## config.mk

```make
export PLATFORM = sky130hd
export DESIGN_NAME = gecko_fetch_queue
export DESIGN_NICKNAME = d
export VERILOG_FILES = /design/src/rtl/gecko_pkg.sv /design/src/rtl/gecko_fetch_queue_storage.sv /design/src/rtl/gecko_fetch_queue.sv
export SDC_FILE = /design/constraint.sdc
export NUM_CORES = 1
export LEC_CHECK = 0
export BUFFER_PORTS_ARGS = -buffer_cell sky130_fd_sc_hd__buf_2
export CAP_MARGIN = 0
export CORE_UTILIZATION = 56
export CTS_CLUSTER_DIAMETER = 40
export DETAILED_ROUTE_END_ITERATION = 7
export GPL_ROUTABILITY_DRIVEN = 0
export GPL_TIMING_DRIVEN = 1
export MAX_ROUTING_LAYER = met4
export PLACE_DENSITY = 0.79
export SYNTH_ARGS = -nofsm -noshare
export SYNTH_HDL_FRONTEND = slang
export SYNTH_HIERARCHICAL = 1
export SYNTH_SLANG_ARGS = --single-unit
```

## constraint.sdc

```tcl
create_clock -name clk -period 3.6 [get_ports clk]
set_input_delay 0.18 -clock clk [delete_from_list [all_inputs] [get_ports clk]]
set_output_delay 0.18 -clock clk [all_outputs]
set_load 0.02 [all_outputs]
```

## src/rtl/gecko_pkg.sv

```systemverilog
// Shared types for the gecko front end: jump flags, predictor state and the
// fetch-queue entry that travels with each outstanding instruction fetch.
package gecko_pkg;

    localparam int GECKO_XLEN            = 32;
    localparam int GECKO_JUMP_FLAG_WIDTH = 2;

    typedef logic [GECKO_JUMP_FLAG_WIDTH-1:0] gecko_jump_flag_t;
    typedef logic [1:0]                       gecko_prediction_history_t;

    typedef struct packed {
        logic                      miss;
        gecko_prediction_history_t history;
    } gecko_prediction_t;

    typedef struct packed {
        logic [GECKO_XLEN-1:0] pc;
        logic [GECKO_XLEN-1:0] next_pc;
        gecko_jump_flag_t      jump_flag;
        gecko_prediction_t     prediction;
    } gecko_fetch_queue_entry_t;

    // Adds a small increment to a 32-bit event counter, sticking at all-ones.
    function automatic logic [31:0] gecko_sat_add(input logic [31:0] value, input logic [1:0] inc);
        logic [32:0] sum;
        sum = {1'b0, value} + {31'd0, inc};
        return sum[32] ? 32'hFFFF_FFFF : sum[31:0];
    endfunction

endpackage

```

## src/rtl/gecko_fetch_queue_storage.sv

```systemverilog
// DEPTH-entry register FIFO of fetch commands. No bypass: a pushed entry is
// visible at the head only from the cycle after the push.
module gecko_fetch_queue_storage
    import gecko_pkg::*;
#(
    parameter int DEPTH = 4
) (
    input  logic                     clk,
    input  logic                     rst,
    input  logic                     push,
    input  gecko_fetch_queue_entry_t wr_entry,
    input  logic                     pop,
    output gecko_fetch_queue_entry_t head,
    output logic                     full,
    output logic                     empty
);

    localparam int PTR_W = $clog2(DEPTH);
    localparam int CNT_W = PTR_W + 1;

    logic [PTR_W-1:0]         wr_ptr;
    logic [PTR_W-1:0]         rd_ptr;
    logic [CNT_W-1:0]         count;
    gecko_fetch_queue_entry_t mem [DEPTH];
    logic                     do_push;
    logic                     do_pop;

    assign full    = (count == CNT_W'(DEPTH));
    assign empty   = (count == '0);
    assign do_push = push && !full;
    assign do_pop  = pop && !empty;
    assign head    = mem[rd_ptr];

    always_ff @(posedge clk or negedge rst) begin
        if (!rst) begin
            wr_ptr <= '0;
            rd_ptr <= '0;
            count  <= '0;
        end else begin
            if (do_push) wr_ptr <= wr_ptr + PTR_W'(1);
            if (do_pop)  rd_ptr <= rd_ptr + PTR_W'(1);
            case ({do_push, do_pop})
                2'b10:   count <= count + CNT_W'(1);
                2'b01:   count <= count - CNT_W'(1);
                default: count <= count;
            endcase
        end
    end

    // Payload storage carries no reset; validity is tracked by count alone.
    always_ff @(posedge clk) begin
        if (do_push) mem[wr_ptr] <= wr_entry;
    end

endmodule

```

## src/rtl/gecko_fetch_queue.sv

```systemverilog
// Pairs fetch commands with in-order memory responses, drops redirect-stale work
// and drives one registered instruction slot to decode. GECKO_FETCH_QUEUE_STATS_EN
// enables the saturating drop_count statistic (tied to zero otherwise).
module gecko_fetch_queue
    import gecko_pkg::*;
#(
    parameter int          DEPTH           = 4,
    parameter int          JUMP_FLAG_WIDTH = GECKO_JUMP_FLAG_WIDTH,
    parameter int unsigned START_FLAG      = 0
) (
    input  logic                       clk,
    input  logic                       rst,
    input  logic                       cmd_valid,
    output logic                       cmd_ready,
    input  logic [31:0]                cmd_pc,
    input  logic [31:0]                cmd_next_pc,
    input  logic [JUMP_FLAG_WIDTH-1:0] cmd_jump_flag,
    input  logic                       cmd_pred_miss,
    input  logic [1:0]                 cmd_pred_history,
    input  logic                       rsp_valid,
    output logic                       rsp_ready,
    input  logic [31:0]                rsp_data,
    input  logic                       jump_valid,
    input  logic                       jump_update_pc,
    output logic                       out_valid,
    input  logic                       out_ready,
    output logic [31:0]                out_pc,
    output logic [31:0]                out_next_pc,
    output logic [JUMP_FLAG_WIDTH-1:0] out_jump_flag,
    output logic                       out_pred_miss,
    output logic [1:0]                 out_pred_history,
    output logic [31:0]                out_instruction,
    output logic [31:0]                drop_count
);

    localparam gecko_jump_flag_t START_FLAG_V = gecko_jump_flag_t'(START_FLAG);

    gecko_fetch_queue_entry_t cmd_entry;
    gecko_fetch_queue_entry_t head;
    gecko_fetch_queue_entry_t out_q;
    logic [31:0]              out_instr_q;
    logic                     out_valid_q;
    gecko_jump_flag_t         expected_flag;
    gecko_jump_flag_t         flag_next;
    logic                     full;
    logic                     empty;
    logic                     redirect;
    logic                     head_stale;
    logic                     out_free;
    logic                     pair;
    logic                     pair_keep;
    logic                     out_flush;

    assign cmd_entry = '{
        pc:         cmd_pc,
        next_pc:    cmd_next_pc,
        jump_flag:  cmd_jump_flag,
        prediction: '{miss: cmd_pred_miss, history: cmd_pred_history}
    };

    gecko_fetch_queue_storage #(
        .DEPTH (DEPTH)
    ) u_storage (
        .clk      (clk),
        .rst      (rst),
        .push     (cmd_valid && cmd_ready),
        .wr_entry (cmd_entry),
        .pop      (pair),
        .head     (head),
        .full     (full),
        .empty    (empty)
    );

    // Staleness is judged against the post-redirect flag, so a redirect wins over
    // a pairing or an output hold in the same cycle.
    assign redirect   = jump_valid && jump_update_pc;
    assign flag_next  = expected_flag + gecko_jump_flag_t'(redirect);
    assign head_stale = !empty && (head.jump_flag != flag_next);
    assign out_free   = !out_valid_q || out_ready;
    assign cmd_ready  = !full;
    assign rsp_ready  = !empty && (head_stale || out_free);
    assign pair       = rsp_valid && rsp_ready;
    assign pair_keep  = pair && !head_stale;
    assign out_flush  = redirect && out_valid_q && (out_q.jump_flag != flag_next);

    always_ff @(posedge clk or negedge rst) begin
        if (!rst) begin
            expected_flag <= START_FLAG_V;
            out_valid_q   <= 1'b0;
            out_q         <= '0;
            out_instr_q   <= '0;
        end else begin
            expected_flag <= flag_next;
            if (pair_keep) begin
                out_valid_q <= 1'b1;
                out_q       <= head;
                out_instr_q <= rsp_data;
            end else if (out_flush || (out_valid_q && out_ready)) begin
                out_valid_q <= 1'b0;
            end
        end
    end

    assign out_valid        = out_valid_q;
    assign out_pc           = out_q.pc;
    assign out_next_pc      = out_q.next_pc;
    assign out_jump_flag    = out_q.jump_flag;
    assign out_pred_miss    = out_q.prediction.miss;
    assign out_pred_history = out_q.prediction.history;
    assign out_instruction  = out_instr_q;

`ifdef GECKO_FETCH_QUEUE_STATS_EN
    logic        pair_drop;
    logic        flush_drop;
    logic [1:0]  drop_inc;
    logic [31:0] drop_q;

    // A flushed output that decode accepts in the same cycle was delivered, not dropped.
    assign pair_drop  = pair && head_stale;
    assign flush_drop = out_flush && !out_ready;
    assign drop_inc   = {1'b0, pair_drop} + {1'b0, flush_drop};

    always_ff @(posedge clk or negedge rst) begin
        if (!rst) begin
            drop_q <= '0;
        end else begin
            drop_q <= gecko_sat_add(drop_q, drop_inc);
        end
    end

    assign drop_count = drop_q;
`else
    assign drop_count = '0;
`endif

    a_no_orphan_rsp : assert property (@(posedge clk) disable iff (!rst) !(rsp_valid && empty));

endmodule

```

==> results.ini, run 1 <==
[run_status]
status=finished clean

[sta]
final_max_slew_viol_count=0
layout_worst_path_cycle_share=0.7910
post-route-min-period_ns=2.848
clock_skew_ns=0.01211
tns_ns=0
setup_viol=0
relSlewSlack=0.3848
grt_setup_unrepaired=false
worst-slew-pin-transition_ns=0.9228
final_report_hold_violation_count=0
clock.fmax_mhz=351.2
timing.hold.ws_ns=0.05768

[clock_network]
cts_tree=yes
worst_setup_hold_path_clk_slew_ns=0.06
cts-resized-gates=0
cts_made_buffers=46
clock_tree.htree_level_count=2
clock-root-buffer=clkbuf_16
clk_path_buf_depth=3
sinks_on_clock_net=387
clk_latency_worst_skew_pair_ns=0.54

[synth]
cells_after_synthesis=676
syn_area_sq_mm=0.01529
postSynth.topFlopCell=edfxtp_1
seq_area_frac_synth=0.7237
yosys.cell_types.count=40
async_flop_share=0.2868
leading_post_synthesis_cells_by_cell_area=edfxtp_1 (54%), dfrtp_1 (18%), mux4_2 (10%)
netlist.area_leader.share=0.5420
post_synth_edffs=276
synth_largest_area_cell=edfxtp_1
synth_warnings=6
synthesis.area_per_instance_sq_um=22.62
ys_ff_latch=387

[floorplan]
start_util=0.5689
die_area_sq_mm=0.02797
io_pins=244
placement_rows=60
die_height_um=167.2
core_region_sq_mm=0.02688
die_width_um=167.2

[global_routing]
first_global_vias=8250
use_met3=0.04396
grt_remaining_overflow=0
grt_busiest_layer=met2
grt_util_all_layers=0.2298
use_met2=0.3893
wire_length_of_the_first_global_routing_pass_um=46920
antenna_found_initial=1
grt_util_met1=0.2841
grt_max_degree=63

[routing]
num_vias=7528
drt-pass1-iter-count=6
post-route-drc-count=0
route.antenna.remaining_nets=0
wl_per_cell_um=21.46
detailedRoute.firstIterationViolations=360
vias_per_cell=5.377
wirelength_um=30050

[place]
port_buffers=211
dp_hpwl_um=15940
dp_cells=1211

[critical_path]
crit_arrival_ns=3.30
worstPathMaxFanout=19
crit_path_end_kind=register
crit_path_top_delay_cell=dfrtp_4
cpPeakStageDelay_ns=0.60
timing.critical_path.cells=mux4_2 -> xor2_1 -> nor3_1 -> nor2_1 -> o31a_1 -> ha_1 -> inv_1 -> fa_1 -> xor2_1 -> nor2_1 -> xor2_1
cpMostUsedCell=xor2_1
setup.worst_path.start_class=register
required_worst_endpoint_ns=4.05
criticalPathCategory=register to register

[pwr]
report.power.total_mw=17.43
static-leakage-power_nw=7.694
power.density_mw_per_mm2=917.2
max-vdd-ir-drop_mv=0.4914

[final_layout]
drive_gt1_frac=0.4499
filler_free_cell_count_of_the_finished_design=1400
area.growth.synth_to_final_pct=24.30
sequential_cell_area_sq_mm=0.01107
final.fill_count=1609
multiInputGateArea_sq_mm=0.003676
number_of_nets_in_the_layout=1135

[job]
drv.max_cap_violation_count=0

[worst_hold_path]
hold_class=input pin to register

through the flow:
stage / worst slack, ns / instance area (sq um) / util
2_1_floorplan: 0.6081 / 15410 / -
3_3_place_gp: 0.8310 / 16440 / 0.6116
3_5_place_dp: 0.7446 / 16440 / 0.6116
4_1_cts: 0.7408 / 19000 / 0.7071
5_1_grt: 0.5678 / 19010 / 0.7072
6_report: 0.7523 / 19010 / 0.7072
cells in the mapped netlist (all sizes together) (2+ instances only):
cell type	number
mux2i	2
mux2	100
o41ai	2
buf	58
nor2b	3
ha	6
nand2b	2
dfrtp	111
xnor2	4
a21oi	2
mux4	69
a41oi	2
inv	9
and2	5
nor2	3
nor3	2
xor2	6
edfxtp	276
flip-flops by register name (all words and copies together), names as in the netlist:
name,flops
out_pred_miss,1
expected_flag,2
out_next_pc,32
out_pc,32
u_storage/count,3
out_pred_history,2
out_instruction,32
out_valid,1
u_storage/wr_ptr,2
out_jump_flag,2
u_storage/mem,276
u_storage/rd_ptr,2
worst max-delay path: cells and delay by family (launching register included):
| family | cells | cell delay, ns |
|---|---|---|
| mux | 1 | 0.46 |
| compound gates | 1 | 0.22 |
| fa+ha+maj | 2 | 0.57 |
| simple gates | 3 | 0.32 |
| flops | 1 | 0.60 |
| buf+inv | 1 | 0.06 |
| xor+xnor | 3 | 0.54 |
cell type report:
cell class | instances | share of cell area
Timing Repair Buffer | 324 | 0.1184
Sequential cell | 387 | 0.5826
Clock buffer | 59 | 0.06807
Antenna cell | 1 | 0.0001317
Clock inverter | 27 | 0.01323
Multi-Input combinational cell | 252 | 0.1934
Inverter | 9 | 0.001777
Tap cell | 341 | 0.02245
power breakdown:
part	internal (mW)	switching (mW)	leakage (nW)
Clock	2.78	1.79	0.760
Combinational	3.05	3.01	3.09
Sequential	6.18	0.616	3.84
layer usage:
layer | vias up | share of wire
met5 | - | 0
met4 | 0 | 0.019
met3 | 48 | 0.058
met2 | 275 | 0.52
met1 | 3900 | 0.40
li1 | 3305 | -
timing repair:
item,CTS,global route
buffers inserted,0,0
hold endpoints to repair,359,0
hold buffers,102,0
final timing paths:
path                                        to  cells past startpoint  slack (ns)                start
max                         u_storage/count[2]                     11        0.75  u_storage/rd_ptr[1]
min                                  out_valid                      4        0.06       jump_update_pc
max reg2reg                 u_storage/count[2]                     11        0.75  u_storage/rd_ptr[1]
min reg2reg                out_instruction[29]                      1        0.50  out_instruction[29]
max in group asynchronous           out_pc[22]                      3        2.47                  rst
min in group asynchronous  out_instruction[25]                      2        0.26                  rst
cells by family (layout without fill, tap and decap cells):
kind of cell	Yosys count	after routing	synth area share
DFF	387	387	0.7237
muxes	171	171	0.2011
buffers and inverters	68	419	0.04476
and+or+nand+nor	21	21	0.009410
xor gates and xnor gates	12	12	0.01023
AOI/OAI and AO/OA	9	9	0.004337
adders and majority gates	7	7	0.006219
other	1	33	0.0002452
placed cells by master, fill, tap and decap left out, drive strengths merged, types with 2 or more instances in the layout:
cell type	n
bufinv	3
xnor2	4
buf	222
edfxtp	276
a21oi	2
dlygate4sd3	102
and2	5
clkbuf	59
dfrtp	111
clkinv	17
nor2	3
nor3	2
ha	6
conb	32
a41oi	2
nor2b	3
mux2i	2
o41ai	2
xor2	6
mux4	69
nand2b	2
mux2	100
inv	15
Note: power is estimated with default switching activity, not from simulation.
==> inputs of run 2 (changes only) <==
--- a/config.mk
+++ b/config.mk
@@ -7,13 +7,13 @@
 export LEC_CHECK = 0
 export BUFFER_PORTS_ARGS = -buffer_cell sky130_fd_sc_hd__buf_2
 export CAP_MARGIN = 0
-export CORE_UTILIZATION = 56
+export CORE_UTILIZATION = 51
 export CTS_CLUSTER_DIAMETER = 40
 export DETAILED_ROUTE_END_ITERATION = 7
 export GPL_ROUTABILITY_DRIVEN = 0
 export GPL_TIMING_DRIVEN = 1
 export MAX_ROUTING_LAYER = met4
-export PLACE_DENSITY = 0.79
+export PLACE_DENSITY = 0.76
 export SYNTH_ARGS = -nofsm -noshare
 export SYNTH_HDL_FRONTEND = slang
 export SYNTH_HIERARCHICAL = 1
==> constraint.sdc (replaced) <==
create_clock -name clk -period 2.4 [get_ports clk]
set_input_delay 0.12 -clock clk [delete_from_list [all_inputs] [get_ports clk]]
set_output_delay 0.12 -clock clk [all_outputs]
set_load 0.02 [all_outputs]
==> run 2 against run 1 <==
Net effect:
- highest routed layer unchanged
- via count up 1.2%
- non-clock buffer count up 27
- fmax up 8.8%
- combinational power up 58%
- count of clock-buffer cells in the layout up 2
- flip-flop and latch count unchanged
- cell area up 2.4%
- the flow now finishes with violations (setup timing)
- largest cell class unchanged
==> results.ini, run 2 (same netlist as run 1, synthesis figures left out) <==
[run_status]
status=finished, violations left
violations=setup timing

[clock_network]
clock_tree.htree_level_count=2  ; unchanged
sinks_on_clock_net=387  ; unchanged
cts_tree=yes
clock-root-buffer=clkbuf_16
cts_made_buffers=46  ; unchanged
clk_path_buf_depth=3  ; unchanged
clk_latency_worst_skew_pair_ns=0.53  ; about the same
worst_setup_hold_path_clk_slew_ns=0.06  ; about the same

[sta]
relSlewSlack=0.4417  ; +0.05692
final_report_hold_violation_count=0  ; unchanged
setup_viol=3  ; +3
fin_worst_setup_slack_ns=-0.2170  ; -0.9694 ns
worst-slew-pin-transition_ns=0.8374  ; -0.08539 ns
post-route-min-period_ns=2.617  ; -0.2307 ns
tns_ns=-0.3818  ; -0.3818 ns
layout_worst_path_cycle_share=1.090  ; +0.2994
grt_setup_unrepaired=true
clock_skew_ns=0.01367  ; +0.001562 ns
clock.fmax_mhz=382.1  ; +8.8%
final_max_slew_viol_count=0  ; unchanged

[critical_path]
cpLargestDelayFamily=XOR/XNOR gates
source_of_the_critical_timing_path=u_storage/rd_ptr[0]
crit_path_end_kind=register
setup.worst_path.start_class=register
cpPeakStageDelay_ns=0.52  ; -0.08 ns
timing.critical_path.cells=mux4_2 -> xor3_4 -> nor3_4 -> nor2_1 -> o31a_1 -> ha_2 -> inv_2 -> fa_2 -> xor2_1 -> nor2_1 -> xor2_1
required_worst_endpoint_ns=2.85  ; -1.20 ns
crit_path_top_delay_cell=mux4_2
ff2ff_path_depth=11  ; unchanged
reg2reg_to=u_storage/count[2]
timing.reg2reg.setup_slack_ns=-0.22  ; -0.97 ns
path_buf_inv=1  ; unchanged
criticalPathCategory=register to register
rr_startpoint=u_storage/rd_ptr[0]
worstPathMaxFanout=3  ; -16
crit_arrival_ns=3.07  ; -0.23 ns

[final_layout]
utilization=0.6588  ; -0.04846
layout_commonest_cell=edfxtp_1
max_reg_flops=276  ; unchanged
drive_gt1_frac=0.4673  ; +0.01738
largest-register=u_storage/mem
area.growth.synth_to_final_pct=27.35
filler_free_cell_count_of_the_finished_design=1476  ; +5.4%
number_of_nets_in_the_layout=1162  ; +2.4%
final_cell_mix=edfxtp_1 (276), buf_2 (209), dfrtp_1 (109)

[routing]
detailedRoute.firstIterationViolations=480  ; +33%
vias_per_cell=5.159  ; -4.1%
num_vias=7615  ; +1.2%
post-route-drc-count=0  ; unchanged
drt-pass1-iter-count=4  ; -2
route.antenna.remaining_nets=0  ; unchanged
wirelength_um=30120  ; +0.26%
wl_per_cell_um=20.41  ; -4.9%

[global_routing]
first_global_vias=8441  ; +2.3%
grt_remaining_overflow=0  ; unchanged
antenna_found_initial=1  ; unchanged
grt_util_all_layers=0.2080  ; -0.02179
grt_max_degree=63  ; unchanged
wire_length_of_the_first_global_routing_pass_um=46840  ; -0.16%

[worst_hold_path]
hold_class=input pin to asynchronous set/reset pin

[floorplan]
start_util=0.5173  ; -0.05166
io_pins=244  ; unchanged
core_region_sq_mm=0.02956  ; +10%
die_height_um=175.2  ; +4.7%
placement_rows=63  ; +5.0%
die_area_sq_mm=0.03068  ; +9.7%
die_width_um=175.2  ; +4.7%

[place]
port_buffers=211  ; unchanged
dp_cells=1280  ; +5.7%
dp_hpwl_um=17090  ; +7.2%
place_worst_setup_slack_ns=-0.2504  ; -0.9950 ns

[pwr]
power.density_mw_per_mm2=1384  ; +51%
static-leakage-power_nw=7.891  ; +2.6%
max-vdd-ir-drop_mv=0.7920  ; +61%

[job]
drv.max_cap_violation_count=0  ; unchanged

run 2: cell count changes in the layout (fill, tap and decap cells not counted), moves of 3 or more:
cell | previous run | this run
bufinv_16 | 3 | 6
buf_12 | 7 | 12
dlygate4sd3_1 | 102 | 105
clkinv_4 | 5 | 2
buf_4 | 5 | 24
run 2: how the worst max path moves through the flow:
| stage | end | slack (ns) | cells after the start |
|---|---|---|---|
| 3_3_place_gp | u_storage/count[2] | -0.19 | 11 |
| 4_1_cts | u_storage/count[2] | -0.22 | 11 |
| 2_1_floorplan | u_storage/count[2] | -0.41 | 13 |
| 5_1_grt | u_storage/count[2] | -0.40 | 11 |
| 3_5_place_dp | u_storage/count[2] | -0.25 | 11 |
| 6_report | u_storage/count[2] | -0.22 | 11 |
run 2: metal layers:
metal / up-vias / part of all wire / track usage
met3: 65 / 0.058 / 0.03721
li1: 3361 / - / -
met1: 3891 / 0.40 / 0.2557
met5: - / 0 / -
met2: 298 / 0.51 / 0.3469
met4: 0 / 0.028 / 0.07464
run 2: what timing repair did:
item | 4_1_cts | 5_1_grt
hold buffers | 105 | 0
hold endpoints to repair | 420 | 0
setup buffers | 3 | 1
setup endpoints to repair | 24 | 95
resized for setup | 2 | 2
gates cloned | 0 | 0
pin swaps | 0 | 0
run 2: worst reg2reg max path: cells and delay by family, from the launching register on:
kind / cells / cell delay, ns
AOI/OAI and AO/OA: 1 / 0.18
xor gates and xnor gates: 3 / 0.58
adders and majority gates: 2 / 0.51
buffers and inverters: 1 / 0.04
DFF: 1 / 0.43
muxes: 1 / 0.52
and+or+nand+nor: 3 / 0.28
run 2: power by group:
part	leakage, nW	switching (mW)	internal [mW]
clock network	0.801	2.66	4.61
logic	3.25	4.67	4.89
registers	3.84	0.851	9.26
total	7.89	8.18	18.8
run 2: final cells by class:
class / count / area [sq um]
Clock buffer: 61 / 1344
Inverter: 9 / 33.78
Clock inverter: 25 / 302.8
Sequential cell: 387 / 11070
Tap cell: 390 / 488.0
Multi-Input combinational cell: 252 / 3700
Timing Repair Buffer: 351 / 2529
Antenna cell: 1 / 2.502
Fill cell: 1904 / 10090
run 2: stage by stage:
| stage | instance area (sq um) | hold slack, ns | total power, mW |
|---|---|---|---|
| 3_3_place_gp | 16730 | 0.03053 | 19.32 |
| 4_1_cts | 19460 | 0.005643 | 27.14 |
| 3_5_place_dp | 16730 | 0.03062 | 19.58 |
| 2_1_floorplan | 15430 | -0.1756 | 17.42 |
| 5_1_grt | 19470 | 0.03969 | 28.16 |
| 6_report | 19470 | 0.02039 | 26.95 |
